$ cat src/rtl/mul_seq_ctrl.sv
// Iterative shift-add sequencer for the EX-stage mul: stalls the pipeline while the
// product is built, then pulses done_o with the low DATA_WIDTH bits. Optional macro: MUL_EARLY_TERM_EN.
module mul_seq_ctrl #(
  parameter int          DATA_WIDTH = 32,
  parameter logic [2:0]  MUL_CODE   = 3'd5,
  parameter int          CNT_WIDTH  = 6
) (
  input  logic                  clk_i,
  input  logic                  rst_i,
  input  logic                  valid_i,
  input  logic [2:0]            ALUCtrl_i,
  input  logic                  flush_i,
  input  logic [DATA_WIDTH-1:0] rs1_data_i,
  input  logic [DATA_WIDTH-1:0] rs2_data_i,
  output logic                  stall_o,
  output logic                  busy_o,
  output logic                  done_o,
  output logic [DATA_WIDTH-1:0] result_o
);

  typedef enum logic [1:0] {
    ST_IDLE = 2'd0,
    ST_RUN  = 2'd1,
    ST_DONE = 2'd2
  } state_t;

  localparam logic [CNT_WIDTH-1:0] LAST_CNT = CNT_WIDTH'(DATA_WIDTH - 1);
  localparam logic [CNT_WIDTH-1:0] CNT_ONE  = CNT_WIDTH'(1);

  state_t                state_r;
  logic [DATA_WIDTH-1:0] mcand_r;
  logic [DATA_WIDTH-1:0] mplier_r;
  logic [DATA_WIDTH-1:0] acc_r;
  logic [CNT_WIDTH-1:0]  cnt_r;
  logic [DATA_WIDTH-1:0] result_r;
  logic                  busy_r;
  logic                  done_r;

  logic                  start_s;
  logic [DATA_WIDTH-1:0] acc_next_s;
  logic [DATA_WIDTH-1:0] mplier_shift_s;
  logic                  last_iter_s;
  logic                  stall_s;

  // Request decode and the datapath value produced by the current RUN iteration
  always_comb begin
    start_s        = valid_i & (ALUCtrl_i == MUL_CODE) & ~flush_i;
    mplier_shift_s = mplier_r >> 1;
    if (mplier_r[0]) begin
      acc_next_s = acc_r + mcand_r;
    end else begin
      acc_next_s = acc_r;
    end
`ifdef MUL_EARLY_TERM_EN
    // Stop once no set multiplier bits remain after this iteration
    last_iter_s = (cnt_r == LAST_CNT) | (mplier_shift_s == '0);
`else
    last_iter_s = (cnt_r == LAST_CNT);
`endif
  end

  // Stall must cover the request cycle itself, so it is decoded from state and inputs
  always_comb begin
    stall_s = 1'b0;
    case (state_r)
      ST_IDLE: stall_s = start_s;
      ST_RUN:  stall_s = ~flush_i;
      ST_DONE: stall_s = 1'b0;
      default: stall_s = 1'b0;
    endcase
  end

  // Sequencer FSM with datapath registers and registered status outputs
  always_ff @(posedge clk_i) begin
    if (rst_i) begin
      state_r  <= ST_IDLE;
      mcand_r  <= '0;
      mplier_r <= '0;
      acc_r    <= '0;
      cnt_r    <= '0;
      result_r <= '0;
      busy_r   <= 1'b0;
      done_r   <= 1'b0;
    end else begin
      case (state_r)
        ST_IDLE: begin
          done_r <= 1'b0;
          if (start_s) begin
            mcand_r  <= rs1_data_i;
            mplier_r <= rs2_data_i;
            acc_r    <= '0;
            cnt_r    <= '0;
            busy_r   <= 1'b1;
            state_r  <= ST_RUN;
          end else begin
            busy_r   <= 1'b0;
            state_r  <= ST_IDLE;
          end
        end
        ST_RUN: begin
          if (flush_i) begin
            busy_r  <= 1'b0;
            done_r  <= 1'b0;
            state_r <= ST_IDLE;
          end else begin
            acc_r    <= acc_next_s;
            mcand_r  <= mcand_r << 1;
            mplier_r <= mplier_shift_s;
            cnt_r    <= cnt_r + CNT_ONE;
            busy_r   <= 1'b1;
            if (last_iter_s) begin
              result_r <= acc_next_s;
              done_r   <= 1'b1;
              state_r  <= ST_DONE;
            end else begin
              done_r   <= 1'b0;
              state_r  <= ST_RUN;
            end
          end
        end
        ST_DONE: begin
          // Always back to IDLE so the instruction leaving EX cannot retrigger
          busy_r  <= 1'b0;
          done_r  <= 1'b0;
          state_r <= ST_IDLE;
        end
        default: begin
          busy_r  <= 1'b0;
          done_r  <= 1'b0;
          state_r <= ST_IDLE;
        end
      endcase
    end
  end

  assign stall_o  = stall_s;
  assign busy_o   = busy_r;
  assign done_o   = done_r;
  assign result_o = result_r;

endmodule

$ cat config.mk
export PLATFORM = sky130hd
export DESIGN_NAME = mul_seq_ctrl
export DESIGN_NICKNAME = d
export VERILOG_FILES = /design/src/rtl/mul_seq_ctrl.sv
export SDC_FILE = /design/constraint.sdc
export NUM_CORES = 1
export LEC_CHECK = 0
export BUFFER_PORTS_ARGS = -buffer_cell sky130_fd_sc_hd__buf_2
export CAP_MARGIN = 5
export CORE_ASPECT_RATIO = 1.25
export CORE_MARGIN = 2
export CORE_UTILIZATION = 25
export CTS_CLUSTER_DIAMETER = 100
export DETAILED_ROUTE_END_ITERATION = 10
export GPL_ROUTABILITY_DRIVEN = 0
export PLACE_DENSITY_LB_ADDON = 0.08
export SYNTH_ARGS = -nofsm -noshare
export SYNTH_HDL_FRONTEND = slang
export SYNTH_SLANG_ARGS = --single-unit
$ cat constraint.sdc
create_clock -name clk_i -period 3.3 [get_ports clk_i]
set_clock_uncertainty 0.1 [all_clocks]
set_input_delay 0.165 -clock clk_i [delete_from_list [all_inputs] [get_ports clk_i]]
set_output_delay 0.165 -clock clk_i [all_outputs]
set_load 0.02 [all_outputs]
==> results.md <==
- Syn avg cell area: 8.44 um^2
- Via count: 6732
- Final non-filler cell total: 1414
- I/O Pins: 106
- Multi-input logic area: 4300 um^2
- Pwr/cell area: 423 nW/um^2
- Seq pwr share: 0.419
- Number of synthesized flops with an enable pin: 0
- Die area: 30500 um^2
- Post-DP HPWL: 15.9 mm
- CTS clock-pin slew for the worst setup and hold paths: 0.07 ns
- Chip height: 195 um
- CP Max Fanout: 3
- Layout area overhead: 31.5%
- DP Worst Slack: 0.0419 ns
- Worst-Skew Late Latency: 0.44 ns
- Vias in the first global route: 6819
- Worst EP arrival: 3.40 ns
- Syn. warnings: 0
- Clk network pwr share: 0.518
- Seq/Total Area, Yosys: 0.379
- Port bufs: 105
- Initial Util: 0.255
- Row count: 69
- DP Cell Count: 1315
- ANT cells: 0
- Pin count of the biggest net entering global routing: 81
- Worst reg-to-reg path cell count: 12
- Int Power: 3.11 mW
- Worst Hold Class: in2reg
- CTS Root Cell: clkbuf_16
- Final WS setup: 0.159 ns
- HP Start: rs1_data_i[25]
- RSZ-0062 raised after global routing: yes
- Sw frac: 0.232
- Sequential cell area: 2770 um^2
- Die width: 157 um
- Syn nets: 968
- Flop-to-flop setup slack: 0.16 ns
- First-pass GRT wire length: 38.0 mm
- Fraction of registers with async set/reset: 0
- Via-to-Cell Ratio: 4.76
- Fillers: 3052
- Net Sw Power: 0.940 mW
- Crit-path max cell delay: 0.47 ns
- Gate Count Post-Synth: 864
- Avg WL per Cell: 16.4 um
- Final-stage net count: 1116
- Lkg Pwr: 3.94 nW
- Final hold violations: 0
- Clk buf depth: 2
- CP startpoint kind: flop
- Gr usage total: 0.159
- Worst-path cell chain: ha_4 > fa_2 > a21o_1 > a21oi_2 > o211ai_1 > a2111oi_4 > o31ai_4 > a221oi_2 > buf_4 > mux2i_2 > nand3_1 > a211oi_2
- R2R Path Start: mcand_r[0]$_SDFFE_PP0P_
- WHS Path Cells: 3
- Main synth FF type: dfxtp_1
- Fin crit period: 3.14 ns
- Hold endpoint: mcand_r[25]$_SDFFE_PP0P_
- CTS tree: built
- CTS H-tree depth: 4
- Fin crit share: 0.952
- Crit. End Element: flop
- MaxCap Viol Count: 0
- Worst Tran Pin Value: 0.860 ns
- Total Power: 4.05 mW
- Pre-antenna DRT Iters: 5
- Worst reg2reg endpoint: result_o[28]$_SDFFE_PP0P_
- Status: complete, no violations
- Syn Std Cell Area: 7290 um^2
- DR DRC count: 0
- Core Box Area: 28600 um^2
- Critical-path top delay cell: a2111oi_4
- Slew headroom: 0.426
- Antenna violations before repair: 0
- Total wire length: 23.2 mm
- Setup violators final: 0
- Post-route ant nets: 0
- Synth cell types: 64
- CTS Buf Count: 17
- Final core utilization: 0.335
- Share of layout cells above drive strength 1: 0.189
- Fmax: 0.318 GHz
- FF+latch count, synth: 138
- WP data required: 3.56 ns
- Clock sinks: 138
- Gate power share: 0.062
- Crit path kind: reg2reg
- Max Slew Vio Count: 0
- GRT overflow: 0
- DR iter-0 viols: 238
- VDD IR max: 252 uV
-- worst max path at each step --
| stage | from | to | slack [ns] | cells after the start |
|---|---|---|---|---|
| global route | mcand_r[0]$_SDFFE_PP0P_ | result_o[24]$_SDFFE_PP0P_ | -0.06 | 12 |
| detailed placement | mcand_r[0]$_SDFFE_PP0P_ | result_o[24]$_SDFFE_PP0P_ | 0.04 | 12 |
| global placement | mcand_r[0]$_SDFFE_PP0P_ | result_o[24]$_SDFFE_PP0P_ | 0.1 | 12 |
| CTS | mcand_r[0]$_SDFFE_PP0P_ | result_o[24]$_SDFFE_PP0P_ | 0.002 | 12 |
| floorplan | mcand_r[0]$_SDFFE_PP0P_ | result_o[28]$_SDFFE_PP0P_ | 0.27 | 11 |
| finish | mcand_r[0]$_SDFFE_PP0P_ | result_o[28]$_SDFFE_PP0P_ | 0.16 | 12 |
-- critical path: cells and delay by family, from the launching register on --
| kind | cells | cell delay [ns] |
|---|---|---|
| buffers and inverters | 1 | 0.16 |
| multiplexers | 1 | 0.21 |
| AO/OA/AOI/OAI | 7 | 1.58 |
| flip-flops | 1 | 0.35 |
| AND/OR/NAND/NOR | 1 | 0.12 |
| adder cells (fa/ha/maj) | 2 | 0.53 |
-- cell families (layout without fill, tap and decap cells) --
logic type      after synthesis  count (layout)  share of synthesized area
compound gates              276             276                      0.257
simple gates                259             259                      0.154
flops                       138             138                      0.379
buf+inv                      73             233                     0.0390
mux                          54              54                     0.0752
fa+ha+maj                    33              33                     0.0577
xor+xnor                     31              31                     0.0383
-- sequential cells by signal (all words and copies together) (netlist names) --
name,flops
done_o,1
mplier_r,32
result_o,32
busy_o,1
cnt_r,6
mcand_r,32
acc_r,32
state_r,2
-- layout make-up --
| cell class | count | share of cell area |
|---|---|---|
| Inverter | 10 | 0.00392 |
| Sequential cell | 138 | 0.289 |
| Tap cell | 390 | 0.0509 |
| Timing Repair Buffer | 192 | 0.142 |
| Clock buffer | 20 | 0.0477 |
| Clock inverter | 11 | 0.0178 |
| Multi-Input combinational cell | 653 | 0.449 |
-- Yosys cell counts (7+ instances only) --
cell	instances	area share
and3_1	7	0.0060
nor3_1	14	0.0096
inv_1	8	0.0041
clkbuf_1	56	0.029
o21ai_0	17	0.012
a211oi_1	63	0.065
nor2_1	116	0.060
o21ai_1	9	0.0062
a21o_1	12	0.012
nand3_1	19	0.013
xnor2_1	18	0.022
ha_1	32	0.055
nand2_1	76	0.039
o21bai_1	7	0.0072
a22oi_1	46	0.047
xor2_1	12	0.014
dfxtp_1	138	0.38
mux2i_1	48	0.066
a21oi_1	80	0.055
-- timing repair --
item	4_1_cts	5_1_grt
hold endpoints to repair	62	1
hold buffers	62	1
resized for setup	0	10
setup buffers	0	5
setup endpoints to repair	0	4
-- layout by cell type (no fill, tap or decap), drive strengths merged, types with 4 or more instances in the layout --
cell type	count
a211oi	64
a21o	14
a21oi	83
a22oi	46
a311oi	4
a31oi	6
and2	4
and3	8
buf	129
bufinv	4
clkbuf	20
clkinv	5
dfxtp	138
dlygate4sd3	63
ha	32
inv	9
mux2	6
mux2i	48
nand2	76
nand3	19
nor2	116
nor3	14
o211ai	5
o21ai	26
o21bai	7
o31ai	4
or3	6
xnor2	18
xor2	13
-- metal layers --
metal  wire (um)  vias up  part of all wire  global-route usage
met3         740       22             0.032              0.0301
li1            -     3447                 -                   -
met5           0        -                 0                   0
met1       10800     3141              0.46               0.201
met4         439        0             0.019              0.0489
met2       11200      122              0.48               0.272
-- power groups by stage --
stage          logic [mW]  registers, mW  clock network (mW)
5_1_grt             0.282           1.70                2.24
3_5_place_dp        0.199           1.74                   0
2_1_floorplan       0.118           1.73                   0
4_1_cts             0.256           1.70                2.17
3_3_place_gp        0.199           1.74                   0
6_report            0.253           1.70                2.10
-- metrics by stage --
stage,setup TNS [ns],hold slack (ns),cell area [um^2]
after floorplan,0,0.201,7290
after CTS,0,0.00346,9490
after global routing,-0.127,0.00683,9580
final,0,0.0110,9580
after global placement,0,0.325,8240
after detailed placement,0,0.333,8240
(Power assumes the default switching activity.)
